## config.mk

```make
export PLATFORM = sky130hd
export DESIGN_NAME = qr_input_feeder
export DESIGN_NICKNAME = d
export VERILOG_FILES = /design/src/rtl/qr_input_feeder.sv
export SDC_FILE = /design/constraint.sdc
export NUM_CORES = 1
export LEC_CHECK = 0
export ABC_AREA = 1
export BUFFER_PORTS_ARGS = -buffer_cell sky130_fd_sc_hd__clkbuf_2
export CORE_UTILIZATION = 45
export DETAILED_ROUTE_END_ITERATION = 10
export PLACE_DENSITY = 0.6
export SLEW_MARGIN = 20
export SYNTH_ARGS = -nofsm -noshare
export SYNTH_HDL_FRONTEND = slang
export SYNTH_SLANG_ARGS = --single-unit
```

## constraint.sdc

```tcl
create_clock -name clk -period 14.9 [get_ports clk]
set_clock_uncertainty 0.1 [all_clocks]
set_input_delay 1.49 -clock clk [delete_from_list [all_inputs] [get_ports clk]]
set_output_delay 1.49 -clock clk [all_outputs]
set_load 0.01 [all_outputs]
```

## src/rtl/qr_input_feeder.sv

```systemverilog
// Frame row buffer feeding QR_top: loads up to DEPTH rows from the host, streams them out on
// qr_value, holds the last row until finish_in, then re-arms.
module qr_input_feeder #(
  parameter int unsigned DW    = 13,
  parameter int unsigned DEPTH = 9,
  parameter int unsigned AW    = 4
) (
  input  logic          clk,
  input  logic          reset,
  input  logic          wr_en,
  input  logic          wr_last,
  input  logic [DW-1:0] wr_a,
  input  logic [DW-1:0] wr_b,
  input  logic [DW-1:0] wr_c,
  input  logic [DW-1:0] wr_d,
  output logic          wr_ready,
  input  logic          qr_value,
  input  logic          finish_in,
  output logic [DW-1:0] data_inA,
  output logic [DW-1:0] data_inB,
  output logic [DW-1:0] data_inC,
  output logic [DW-1:0] data_inD,
  output logic          last_end,
  output logic          busy,
  output logic          ovf_err
);

  localparam int unsigned RW = 4 * DW + 1;

  typedef enum logic [1:0] {StLoad, StStream, StHold} state_t;

  state_t        state_q, state_d;
  logic [AW-1:0] wr_ptr_q, wr_ptr_d;
  logic [AW-1:0] rd_ptr_q, rd_ptr_d;
  logic [AW-1:0] count_q, count_d;
  logic [RW-1:0] out_q, out_d;
  logic          ovf_q;

  // Row layout: {last, a, b, c, d}
  logic [RW-1:0] mem [DEPTH];

  logic          accept;
  logic          last_acc;
  logic [RW-1:0] rd_row;

  function automatic logic [AW-1:0] ptr_inc(input logic [AW-1:0] p);
    return (p == AW'(DEPTH - 1)) ? '0 : p + 1'b1;
  endfunction

  assign wr_ready = (state_q == StLoad) && (count_q != AW'(DEPTH));
  assign accept   = wr_en & wr_ready;
  // A full buffer closes the frame even without wr_last.
  assign last_acc = wr_last | (count_q == AW'(DEPTH - 1));
  assign rd_row   = mem[rd_ptr_q];

  always_ff @(posedge clk) begin
    if (accept) begin
      mem[wr_ptr_q] <= {last_acc, wr_a, wr_b, wr_c, wr_d};
    end
  end

  always_comb begin
    state_d  = state_q;
    wr_ptr_d = wr_ptr_q;
    rd_ptr_d = rd_ptr_q;
    count_d  = count_q;
    out_d    = '0;
    unique case (state_q)
      StLoad: begin
        if (accept) begin
          wr_ptr_d = ptr_inc(wr_ptr_q);
          count_d  = count_q + 1'b1;
          if (last_acc) state_d = StStream;
        end
      end
      StStream: begin
        if (finish_in) begin
          wr_ptr_d = '0;
          rd_ptr_d = '0;
          count_d  = '0;
          state_d  = StLoad;
        end else if (qr_value && (count_q != '0)) begin
          out_d    = rd_row;
          rd_ptr_d = ptr_inc(rd_ptr_q);
          count_d  = count_q - 1'b1;
          if (rd_row[RW-1]) state_d = StHold;
        end
      end
      StHold: begin
        out_d = out_q;
        if (finish_in) begin
          out_d    = '0;
          wr_ptr_d = '0;
          rd_ptr_d = '0;
          count_d  = '0;
          state_d  = StLoad;
        end
      end
      default: state_d = StLoad;
    endcase
  end

  always_ff @(posedge clk or negedge reset) begin
    if (!reset) begin
      state_q  <= StLoad;
      wr_ptr_q <= '0;
      rd_ptr_q <= '0;
      count_q  <= '0;
      out_q    <= '0;
      ovf_q    <= 1'b0;
    end else begin
      state_q  <= state_d;
      wr_ptr_q <= wr_ptr_d;
      rd_ptr_q <= rd_ptr_d;
      count_q  <= count_d;
      out_q    <= out_d;
      ovf_q    <= ovf_q | (wr_en & ~wr_ready);
    end
  end

  assign last_end = out_q[RW-1];
  assign data_inA = out_q[4*DW-1:3*DW];
  assign data_inB = out_q[3*DW-1:2*DW];
  assign data_inC = out_q[2*DW-1:DW];
  assign data_inD = out_q[DW-1:0];
  assign busy     = (state_q != StLoad);
  assign ovf_err  = ovf_q;

endmodule

```

# Word-level counts from Yosys, hierarchy flattened
# Memories as Yosys holds them, arrays and structs flattened.
# Cells that the tools add are included.
# word_totals
mem_bits_rw	477
mem_count	1
output_inout_bits	56
latchBits	0
inputBits	58
romBits	0
reg_bits	68
# op_classes
n_mul	0
shifts	0
n_lt_le_gt_ge	0
n_eq_ne	12
n_reduce_logical	13
div	0
muxes	25
n_bitwise	5
add_sub_neg	4
# memory_table
memory	depth	width	read_ports	rd_clocked_by_memory_dff	write_ports	line	text
mem	9	53	1	0	1	40	logic [RW-1:0] mem [DEPTH];
# op_table
operator	n
53-bit two-way mux	3
53-bit case mux with 2 select lines	1
4-bit two-way mux	9
4-bit case mux with 2 select lines	2
4-bit by 1-bit adder with 4-bit output (second input constant)	3
4-bit equality test (second input constant)	3
2-bit two-way mux	6
4-bit case mux with 3 select lines	1
2-bit inequality test (second input constant)	3
3-bit inequality test (second input constant)	2
2-bit case mux with 3 select lines	1
3-bit AND reduction	2
2-bit nonzero test	3
5-bit AND reduction	1
4-bit inequality test (second input constant)	1
4-bit AND reduction	1
4-bit nonzero test	1
4-bit by 1-bit subtractor with 4-bit output (second input constant)	1
3-bit nonzero test	1
1-bit AND	2
2-bit by 1-bit equality test with 1-bit output (second input constant)	1
2-bit equality test (second input constant)	1
1-bit logical AND	2
2-bit zero test	1
5 further kinds	7

# Longest topological paths before layout
# Gate-level depths: netlist of the first run.
# depth
ltp_word	5
ltp_mapped	12

# Worst setup path after synthesis of the first run
# Ideal clock, no wire load.
# synth_path
path_kind	input port to flip-flop
from	input wr_en
to	memory mem[0][0] in the netlist's numbering (enable)
setup_ns	0.529
path_stages	2
setup_slack_ns	8.991
path_buffers	0
required_time_ns	14.271
t_arrival_ns	5.280
cell_sequence	nand3_2 nor3_1
# synth_between
elab_chain_len	3
# synth_lines
item	line	text
start: declaration	10	input logic wr_en,
1-bit AND	51	assign accept = wr_en & wr_ready;
1-bit two-way mux	57	if (accept) begin
1-bit two-way mux (not written as such)	58	mem[wr_ptr_q] <= {last_acc, wr_a, wr_b, wr_c, wr_d};
end: declaration	40	
# Every way passes these cells.

# Final worst setup path of the first run
# layout_path
from	register count_q[1]
to	output wr_ready
# layout_between
elab_chain_len	2
# layout_lines
item	line	text
start: declaration	35	logic [AW-1:0] count_q, count_d;
start signal: assignment	115	count_q <= count_d;
4-bit inequality test	50	assign wr_ready = (state_q == StLoad) && (count_q != AW'(DEPTH));
1-bit logical AND	50	
end: declaration	16	output logic wr_ready,
# Every way passes these cells.

==> results of run 1 <==
[logic make-up (layout without fill, tap and decap cells)]
logic type / count (synthesis) / in the layout / share of synthesized area [%]
AND/OR/NAND/NOR: 719 / 719 / 13.3
buffers and inverters: 173 / 314 / 3.71
AO/OA/AOI/OAI: 307 / 307 / 8.10
adder cells (fa/ha/maj): 15 / 15 / 0.865
flip-flops: 545 / 545 / 73.8
XOR/XNOR: 4 / 4 / 0.161
[final cells by class]
class                           instances  share of cell area (%)
Sequential cell                       545                    65.2
Multi-Input combinational cell       1045                    20.1
Clock buffer                           76                    6.29
Tap cell                              615                    3.13
Timing Repair Buffer                  136                    3.03
Inverter                               77                    1.21
Clock inverter                         25                    1.03
[worst max-delay path by stage]
stage / to / start / slack [ns]
final: wr_ready / count_q[1] / 11.62
after global routing: state_q[0] / rd_ptr_q[1] / 11.46
after CTS: state_q[1] / rd_ptr_q[0] / 11.52
after detailed placement: mem[8][45] / wr_en / 11.12
after global placement: mem[8][44] / wr_en / 11.18
after floorplan: mem[0][0] / wr_en / 8.99
[per-stage QoR]
stage	area, um2	setup WS [ns]	utilization (%)	hold WS [ns]
6_report	24600	11.62	51.6	0.364
5_1_grt	24600	11.46	51.6	0.396
4_1_cts	24600	11.52	51.6	0.365
3_5_place_dp	22800	11.12	47.8	0.352
3_3_place_gp	22800	11.18	47.8	0.342
2_1_floorplan	21700	8.99	-	0.390
[state kept, by name, indices dropped and copies added (netlist names)]
register and cells:
mem 477, out_q 53, rd_ptr_q 4, ovf_err 1, count_q 4, state_q 2
wr_ptr_q 4
[cell usage after synthesis]
library cell,n
buf_1,4
inv_1,72
nand3_1,92
a21oi_1,3
a21o_1,1
buf_4,9
inv_2,4
nor2_1,233
nand2_2,3
o22ai_1,65
o21a_1,12
buf_6,11
dfrtp_1,68
nand3_2,2
a21boi_0,1
xor2_1,3
or2_2,13
buf_2,28
a31oi_1,2
o211ai_1,19
inv_4,1
o21ai_1,16
clkbuf_2,1
nand4_1,3
clkbuf_1,43
ha_1,15
o2111ai_1,14
xnor2_1,1
nor2_2,2
and2_1,1
nor3_1,13
edfxtp_1,477
o21ai_0,173
nand2_1,357
a21oi_2,1
[metal layers]
layer / vias to the layer above / global-route usage [%]
li1: 6417 / -
met1: 6568 / 27.1
met2: 316 / 32.1
met3: 79 / 3.07
met4: 6 / 6.29
met5: - / 0
[critical path: cells and delay by family, from the launching register on]
family | cells | cell delay (ns)
buffers and inverters | 3 | 0.29
adders and majority gates | 1 | 0.19
and+or+nand+nor | 2 | 0.21
DFF | 1 | 0.40
[power by group]
group	leakage [nW]	switching, mW	internal, mW
Combinational	3.24	0.744	0.318
Clock	0.890	0.558	0.808
Sequential	5.23	0.0835	1.82
==> impl_metrics.py, run 1 <==
metrics = {
    "clock_network": {
        "cts_resized": 0,
        "clk_latency_ns": 0.60,
        "clkTransAtPathRegs_ns": 0.06,
        "post-cts-setup-buffers": 0,
        "numCtsBuffers": 54,
        "h-tree-depth": 2,
        "cts_sinks": 545,
        "cts_root_buf": "clkbuf_16",
        "cts_tree": "built",
        "ctsLongestPathBuffers": 3,
        "cts.hold.buffers_added": 0,
    },
    "power": {
        "leakage_nw": 9.36,
        "irDropWorstVdd_mv": 0.0941,
        "power_density_nw_per_um2": 176,
        "p_total_mw": 4.33,
    },
    "sta": {
        "setup_viol": 0,
        "hold_viol_final": 0,
        "fin_tns_setup_ns": 0,
        "post-route-period-util_pct": 22.0,
        "drv_slew": 0,
        "tightest_slew_ns": 1.05,
        "min_period_ns": 3.28,
        "max-slew-margin-rel_pct": 29.8,
        "fmax_ghz": 0.305,
        "rsz0062_at_grt": "false",
    },
    "worst_hold_path": {
        "worstHoldStart": "ovf_err",
        "hp-class": "reg2reg",
        "worstHoldEndpoint": "ovf_err",
        "min_path_cells": 1,
    },
    "status": {
        "status": "complete, no violations",
    },
    "place": {
        "gp_congestion": 0.777,
        "hpwl_um": 25000,
        "io_buffers": 113,
        "place_inst": 2418,
    },
    "final_layout": {
        "final_cells": 2519,
        "final_cell_mix": "477 x edfxtp_1, 357 x nand2_1, 230 x nor2_1, 173 x o21ai_0, 112 x clkbuf_2",
        "final_common_cell": "edfxtp_1",
        "nets": 1932,
        "multi_input_area_um2": 4940,
        "n_antenna_cell": 0,
        "area_growth_syn_to_layout_pct": 13.2,
        "drive_gt1_share_pct": 13.6,
        "seq_area_um2": 16000,
        "fillers": 4039,
    },
    "global_routing": {
        "grt_pass1_wl_um": 74800,
        "grt_overflow": 0,
        "gr-usage-all-layers_pct": 19.7,
        "grt_pass1_vias": 13100,
        "grt_start_max_net_pins": 111,
        "antenna_found_initial": 3,
    },
    "floorplan": {
        "rows": 80,
        "core-area_um2": 47600,
        "dieArea_um2": 49100,
        "start_util_pct": 45.6,
        "io_pins": 114,
        "dieHeight_um": 222,
        "fp.dieW_um": 222,
    },
    "routing": {
        "antenna_left": 0,
        "route.vias.total": 13400,
        "avgViaCountPerCell": 5.31,
        "met1_length_um": 21900,
        "dr.first_iter.drc_count": 1098,
        "wl_met2_um": 22200,
        "wire_per_inst_um": 18.9,
        "topRoutingLayerUsed": "met5",
        "met3_length_um": 2480,
        "first_pass_iters": 5,
        "remaining_drc_errors": 0,
        "wl_um": 47700,
    },
    "synth": {
        "yosysWarningCount": 0,
        "synthTopCellsByArea": "edfxtp_1 66%, dfrtp_1 7.8%, nand2_1 6.2%, nor2_1 4.0%, o21ai_0 4.0%",
        "avgSynthCellArea_um2": 12.3,
        "synth_nets": 1836,
        "synth_cells": 1763,
        "synth_largest_area_cell": "edfxtp_1",
        "netlist_area_um2": 21700,
        "yosys.area.top_type_share_pct": 66.0,
        "synthDistinctLibCells": 35,
        "yosysSeqAreaShare_pct": 73.8,
        "synth_seq_cells": 545,
    },
    "critical_path": {
        "setup.worst_path.class": "reg2out",
        "crit_arrival_ns": 1.69,
        "reg2regPathDepth": 11,
        "rr_endpoint": "state_q[1]",
        "cp-start-kind": "flip-flop",
        "crit_path_cell_trace": "inv_1, ha_1, nand3_2, nand2_1, inv_1, clkbuf_2",
        "worst_path_max_delay_cell": "dfrtp_1",
        "cpPeakStageDelay_ns": 0.40,
        "worst-r2r-setup-slack_ns": 11.67,
        "crit_path_frequent_cell": "inv_1",
        "critPathCaptureType": "primary output",
        "r2r_start": "rd_ptr_q[1]",
        "required_ns": 13.31,
        "cp_max_fo": 5,
    },
    "run": {
        "maxCapViolCount": 0,
    },
}
Power figures use the tool's default switching activity.
==> inputs of run 2 (changes only) <==
==> constraint.sdc (replaced) <==
create_clock -name clk -period 3.3 [get_ports clk]
set_clock_uncertainty 0.1 [all_clocks]
set_input_delay 0.33 -clock clk [delete_from_list [all_inputs] [get_ports clk]]
set_output_delay 0.33 -clock clk [all_outputs]
set_load 0.01 [all_outputs]
==> impl_metrics.py, run 2 (synthesis gave the netlist of run 1 again) <==
metrics = {
    "sta": {
        "rsz0062_at_grt": "false",
        "timing.final.ws_setup_ns": 0.732,
        "max-slew-margin-rel_pct": 34.4,
        "min_period_ns": 2.57,
        "tightest_slew_ns": 0.985,
        "setup_viol": 0,
        "post-route-period-util_pct": 77.8,
        "drv_slew": 0,
        "fmax_ghz": 0.389,
        "hold_viol_final": 0,
    },
    "clock_network": {
        "numCtsBuffers": 56,
        "post-cts-setup-buffers": 0,
        "cts_sinks": 545,
        "clkTransAtPathRegs_ns": 0.06,
        "clk_latency_ns": 0.60,
        "h-tree-depth": 2,
        "cts_tree": "built",
        "cts_root_buf": "clkbuf_16",
        "ctsLongestPathBuffers": 3,
    },
    "power": {
        "switchingPower_mw": 6.47,
        "power_density_nw_per_um2": 790,
        "p_clk_share_pct": 31.9,
        "irDropWorstVdd_mv": 0.454,
        "netSwitchingFraction_pct": 32.2,
        "p_int_mw": 13.6,
        "seqPwrFrac_pct": 42.5,
        "leakage_nw": 9.74,
        "combPwrFrac_pct": 25.6,
    },
    "floorplan": {
        "rows": 80,
        "dieHeight_um": 222,
        "start_util_pct": 45.6,
        "io_pins": 114,
        "dieArea_um2": 49100,
        "fp.dieW_um": 222,
        "core-area_um2": 47600,
    },
    "routing": {
        "remaining_drc_errors": 0,
        "route.vias.total": 13900,
        "antenna_left": 0,
        "wl_um": 50400,
        "wire_per_inst_um": 19.5,
        "avgViaCountPerCell": 5.36,
        "dr.first_iter.drc_count": 1300,
        "first_pass_iters": 5,
    },
    "place": {
        "hpwl_um": 27200,
        "io_buffers": 113,
        "gp_congestion": 0.798,
        "post-place-ws_ns": 0.744,
        "placed_cell_area_um2": 23000,
    },
    "status": {
        "status": "complete, no violations",
    },
    "critical_path": {
        "crit_arrival_ns": 2.70,
        "cp-start-kind": "flip-flop",
        "crit_family": "simple AND/OR/NAND/NOR gates",
        "crit_path_frequent_cell": "nand3_2",
        "crit_buf_inv": 2,
        "cpPeakStageDelay_ns": 0.57,
        "worst_path_max_delay_cell": "buf_4",
        "setup.worst_path.class": "reg2reg",
        "crit_path_cell_trace": "inv_1, ha_1, nand3_2, nand3_2, nor3_4, buf_4",
        "required_ns": 3.43,
        "cp_max_fo": 36,
        "critPathCaptureType": "flip-flop",
    },
    "global_routing": {
        "gr-usage-all-layers_pct": 20.7,
        "grt_pass1_vias": 13500,
        "grt_start_max_net_pins": 153,
        "grt_overflow": 0,
        "antenna_found_initial": 3,
        "grt_pass1_wl_um": 78600,
    },
    "final_layout": {
        "final_cell_mix": "477 x edfxtp_1, 357 x nand2_1, 231 x nor2_1, 173 x o21ai_0, 112 x clkbuf_2",
        "top_regs": "mem x477, out_q x53",
        "final_area_um2": 25500,
        "nets": 2001,
        "drive_gt1_share_pct": 13.7,
        "final_common_cell": "edfxtp_1",
        "largest_reg_flops": 477,
        "area_growth_syn_to_layout_pct": 17.2,
        "regMostFlops": "mem",
    },
    "run": {
        "maxCapViolCount": 0,
    },
    "worst_hold_path": {
        "hp-class": "in2reg",
    },
}
[run 2: cell count changes in the layout (fill, tap and decap cells not counted), moves of 3 or more]
cell           before  now
buf_12              0    8
buf_4              23   29
clkbuf_1           12   18
clkbuf_8            9   13
clkinv_1            7    4
clkinv_2           10    5
dlygate4sd3_1       0   54
nor3_2              8    0
nor3_4              0    8
[run 2: power groups by stage]
stage	combinational [mW]	sequential [mW]	clock [mW]
after detailed placement	5.13	8.68	0
after CTS	5.21	8.54	6.56
final	5.15	8.54	6.42
after floorplan	3.58	8.59	0
after global routing	5.78	8.60	6.81
after global placement	5.06	8.65	0
[run 2: cell type report]
cell class | count | area (um2)
Timing Repair Buffer | 203 | 1480
Clock inverter | 16 | 220
Inverter | 77 | 293
Tap cell | 615 | 769
Multi-Input combinational cell | 1045 | 4980
Sequential cell | 545 | 16000
Clock buffer | 88 | 1670
Antenna cell | 1 | 2.50
Fill cell | 3986 | 22200
[run 2: stage by stage]
| stage | instances | setup TNS [ns] | power [mW] | hold WS, ns | util (%) |
|---|---|---|---|---|---|
| finish | 2590 | 0 | 20.1 | 0.0815 | 53.4 |
| global route | 2590 | 0 | 21.2 | 0.119 | 53.4 |
| CTS | 2589 | 0 | 20.3 | 0.0532 | 53.4 |
| detailed placement | 2431 | 0 | 13.8 | 0.361 | 48.3 |
| global placement | 2431 | 0 | 13.7 | 0.348 | 48.3 |
| floorplan | 1763 | -124.82 | 12.2 | -0.0656 | - |
[run 2: timing repair]
action	4_1_cts	5_1_grt
hold buffers	54	0
resized for setup	0	0
hold endpoints to repair	524	0
[run 2: path summary, 6_finish.rpt]
| path | from | endpoint | slack (ns) | cells past startpoint |
|---|---|---|---|---|
| setup / recovery | count_q[1] | mem[7][48] | 0.73 | 6 |
| hold / removal | finish_in | rd_ptr_q[3] | 0.08 | 4 |
| setup reg to reg | count_q[1] | mem[7][48] | 0.73 | 6 |
| hold reg to reg | ovf_err | ovf_err | 0.37 | 1 |
| max in group asynchronous | reset | rd_ptr_q[0] | 2.02 | 2 |
| min in group asynchronous | reset | out_q[14] | 0.32 | 2 |
[run 2: routing by layer]
| layer | vias to the layer above | part of all wire [%] | GRT usage (%) |
|---|---|---|---|
| met5 | - | 0.054 | 0 |
| met1 | 6870 | 46 | 29.8 |
| li1 | 6560 | - | - |
| met2 | 380 | 47 | 32.7 |
| met4 | 4 | 1.9 | 6.16 |
| met3 | 77 | 5.2 | 2.92 |
[run 2: tightest hold or removal path: stages]
cell and delay, ns:
clkbuf_2 0.21, nor2_1 0.08, nand3_1 0.05, o21ai_0 0.07
==> inputs of run 3 (changes only) <==
--- a/config.mk
+++ b/config.mk
@@ -5,11 +5,11 @@
 export SDC_FILE = /design/constraint.sdc
 export NUM_CORES = 1
 export LEC_CHECK = 0
-export ABC_AREA = 1
+export ABC_AREA = 0
 export BUFFER_PORTS_ARGS = -buffer_cell sky130_fd_sc_hd__clkbuf_2
 export CORE_UTILIZATION = 45
 export DETAILED_ROUTE_END_ITERATION = 10
-export PLACE_DENSITY = 0.6
+export PLACE_DENSITY = 0.62
 export SLEW_MARGIN = 20
 export SYNTH_ARGS = -nofsm -noshare
 export SYNTH_HDL_FRONTEND = slang
==> constraint.sdc (replaced) <==
create_clock -name clk -period 2.3 [get_ports clk]
set_clock_uncertainty 0.1 [all_clocks]
set_input_delay 0.23 -clock clk [delete_from_list [all_inputs] [get_ports clk]]
set_output_delay 0.23 -clock clk [all_outputs]
set_load 0.01 [all_outputs]
==> impl_metrics.py, run 3 <==
metrics = {
    "synth": {
        "netlist_top_cells_count": "477 x edfxtp_1, 83 x mux4_2, 68 x dfrtp_1",
        "synth_nets": 1123,
        "synthTopCellsByArea": "edfxtp_1 68%, mux4_2 8.8%, dfrtp_1 8.0%, mux2i_1 2.9%, mux2_2 2.8%",
        "synth_enable_flop_cells": 477,
        "yosysWarningCount": 0,
        "synthDistinctLibCells": 43,
        "synth_largest_area_cell": "edfxtp_1",
        "ys.flop_type": "edfxtp_1",
        "avgSynthCellArea_um2": 20.2,
        "yosysSeqAreaShare_pct": 75.5,
        "synthArstFlopShare_pct": 12.5,
        "synth_cells": 1050,
        "yosys.area.top_type_share_pct": 67.5,
        "synth.most_common_cell": "edfxtp_1",
        "synth_seq_cells": 545,
        "netlist_area_um2": 21200,
    },
    "floorplan": {
        "start_util_pct": 45.6,
        "dieArea_um2": 48000,
        "io_pins": 114,
        "rows": 79,
        "fp.dieW_um": 219,
        "core-area_um2": 46600,
        "dieHeight_um": 219,
    },
    "sta": {
        "fmax_ghz": 0.454,
        "max-slew-margin-rel_pct": 58.5,
        "hold_viol_final": 0,
        "fin_tns_setup_ns": 0,
        "post-route-period-util_pct": 95.9,
        "min_period_ns": 2.20,
        "timing.final.ws_setup_ns": 0.0951,
        "rsz0062_at_grt": "false",
        "setup_viol": 0,
        "drv_slew": 0,
        "tightest_slew_ns": 0.622,
    },
    "critical_path": {
        "crit_path_cell_trace": "buf_12, buf_12, mux4_1, mux2_2, mux2i_1, o21ai_1",
        "cp_max_fo": 19,
        "critPathCaptureType": "flip-flop",
        "crit_arrival_ns": 2.57,
        "setup.worst_path.class": "reg2reg",
        "required_ns": 2.67,
        "cp-start-kind": "flip-flop",
        "cpPeakStageDelay_ns": 0.58,
        "crit_path_frequent_cell": "buf_12",
        "worst_path_max_delay_cell": "mux4_1",
    },
    "global_routing": {
        "busiest_layer": "met2",
        "grt_pass1_wl_um": 66500,
        "grt_pass1_vias": 10800,
        "grt_start_max_net_pins": 54,
        "use_met3_pct": 3.59,
        "met2_usage_pct": 31.0,
        "grt_overflow": 0,
        "met1_usage_pct": 26.2,
        "antenna_found_initial": 1,
        "gr-usage-all-layers_pct": 18.9,
    },
    "final_layout": {
        "largest_reg_flops": 477,
        "n_antenna_cell": 0,
        "final_common_cell": "edfxtp_1",
        "drive_gt1_share_pct": 30.9,
        "final_cell_mix": "477 x edfxtp_1, 112 x clkbuf_2, 83 x mux4_2, 66 x nand2_1, 64 x dfrtp_1",
        "regMostFlops": "mem",
        "final_area_um2": 25400,
        "top_regs": "mem x477, out_q x53",
        "final_cells": 1920,
        "nets": 1342,
        "area_growth_syn_to_layout_pct": 19.5,
    },
    "place": {
        "placed_cell_area_um2": 23100,
        "io_buffers": 113,
        "post-place-ws_ns": 0.0742,
        "hpwl_um": 24500,
        "place_inst": 1764,
        "gp_congestion": 0.751,
    },
    "routing": {
        "wire_per_inst_um": 22.9,
        "antenna_left": 0,
        "wl_um": 43900,
        "dr.first_iter.drc_count": 737,
        "remaining_drc_errors": 0,
        "first_pass_iters": 5,
        "avgViaCountPerCell": 5.47,
        "route.vias.total": 10500,
    },
    "clock_network": {
        "cts_tree": "built",
        "clk_latency_ns": 0.59,
        "clkTransAtPathRegs_ns": 0.06,
        "numCtsBuffers": 55,
        "post-cts-setup-buffers": 0,
        "cts_sinks": 545,
        "ctsLongestPathBuffers": 3,
        "h-tree-depth": 2,
        "cts_root_buf": "clkbuf_16",
    },
    "power": {
        "netSwitchingFraction_pct": 27.6,
        "power_density_nw_per_um2": 1090,
        "irDropWorstVdd_mv": 0.552,
        "seqPwrFrac_pct": 44.2,
        "switchingPower_mw": 7.66,
        "p_clk_share_pct": 30.7,
        "leakage_nw": 8.57,
        "combPwrFrac_pct": 25.1,
        "p_int_mw": 20.0,
    },
    "run": {
        "maxCapViolCount": 0,
    },
    "worst_hold_path": {
        "hp-class": "in2reg",
    },
    "status": {
        "status": "complete, no violations",
    },
}
run 3: cell types whose count changed after synthesis, sizes merged, moves of 59 or more:
cell   delta
nand2   -293
nor2    -223
o21ai   -122
mux4    +105
nand3    -91
o22ai    -64
mux2i    +61
inv      -59
run 3: repair_timing:
action | in CTS | in global routing
endpoints found under the setup margin | 0 | 39
hold endpoints to repair | 505 | 0
resized for setup | 0 | 4
hold buffers | 54 | 0
run 3: worst paths after layout:
kind                        startpoint         end  slack (ns)  depth (start not counted)
setup / recovery           rd_ptr_q[0]   out_q[25]         0.1                          6
max in group asynchronous        reset   out_q[11]        1.34                          3
setup reg to reg           rd_ptr_q[0]   out_q[25]         0.1                          6
min in group asynchronous        reset  count_q[3]        0.10                          2
hold reg to reg                ovf_err     ovf_err        0.38                          1
hold / removal                 wr_last  state_q[1]        0.08                          5
run 3: cell families (layout without fill, tap and decap cells):
logic type / Yosys count / count (layout) / share of synthesized area, %
flops: 545 / 545 / 75.5
compound gates: 90 / 90 / 2.31
fa+ha+maj: 15 / 15 / 0.885
buf+inv: 73 / 336 / 1.79
mux: 219 / 219 / 17.2
simple gates: 108 / 108 / 2.24
run 3: power groups by stage:
| stage | clock, mW | sequential, mW | combinational (mW) |
|---|---|---|---|
| finish | 8.51 | 12.2 | 6.95 |
| global route | 9.10 | 12.3 | 7.56 |
| CTS | 8.75 | 12.3 | 7.04 |
| detailed placement | 0 | 12.5 | 6.95 |
| global placement | 0 | 12.4 | 6.88 |
| floorplan | 0 | 12.3 | 4.88 |
run 3: metrics by stage:
| stage | total power, mW | hold WS [ns] | utilization (%) |
|---|---|---|---|
| after floorplan | 17.1 | -0.166 | - |
| after global placement | 19.3 | 0.172 | 49.5 |
| after detailed placement | 19.4 | 0.182 | 49.5 |
| after CTS | 28.1 | 0.0406 | 54.4 |
| after global routing | 29.0 | 0.0958 | 54.5 |
| final | 27.7 | 0.0798 | 54.5 |
run 3: critical path, delay by kind of cell (launching register included):
family	cells	cell delay, ns
mux	3	0.99
flops	1	0.49
buf+inv	2	0.40
compound gates	1	0.07
run 3: area by class of cell:
| cell class | count | area (um2) |
|---|---|---|
| inverter | 19 | 71.3 |
| clock buffer | 74 | 1510 |
| sequential | 545 | 16000 |
| clock inverter | 27 | 219 |
| timing repair buffer | 216 | 1800 |
| fill | 3564 | 21200 |
| tap | 607 | 759 |
| multi-input combinational | 432 | 4960 |
run 3: metal layers:
metal	vias up	part of all wire, %
met5	-	0.023
met4	2	1.7
met3	56	4.8
met2	239	49
met1	5522	45
li1	4684	-
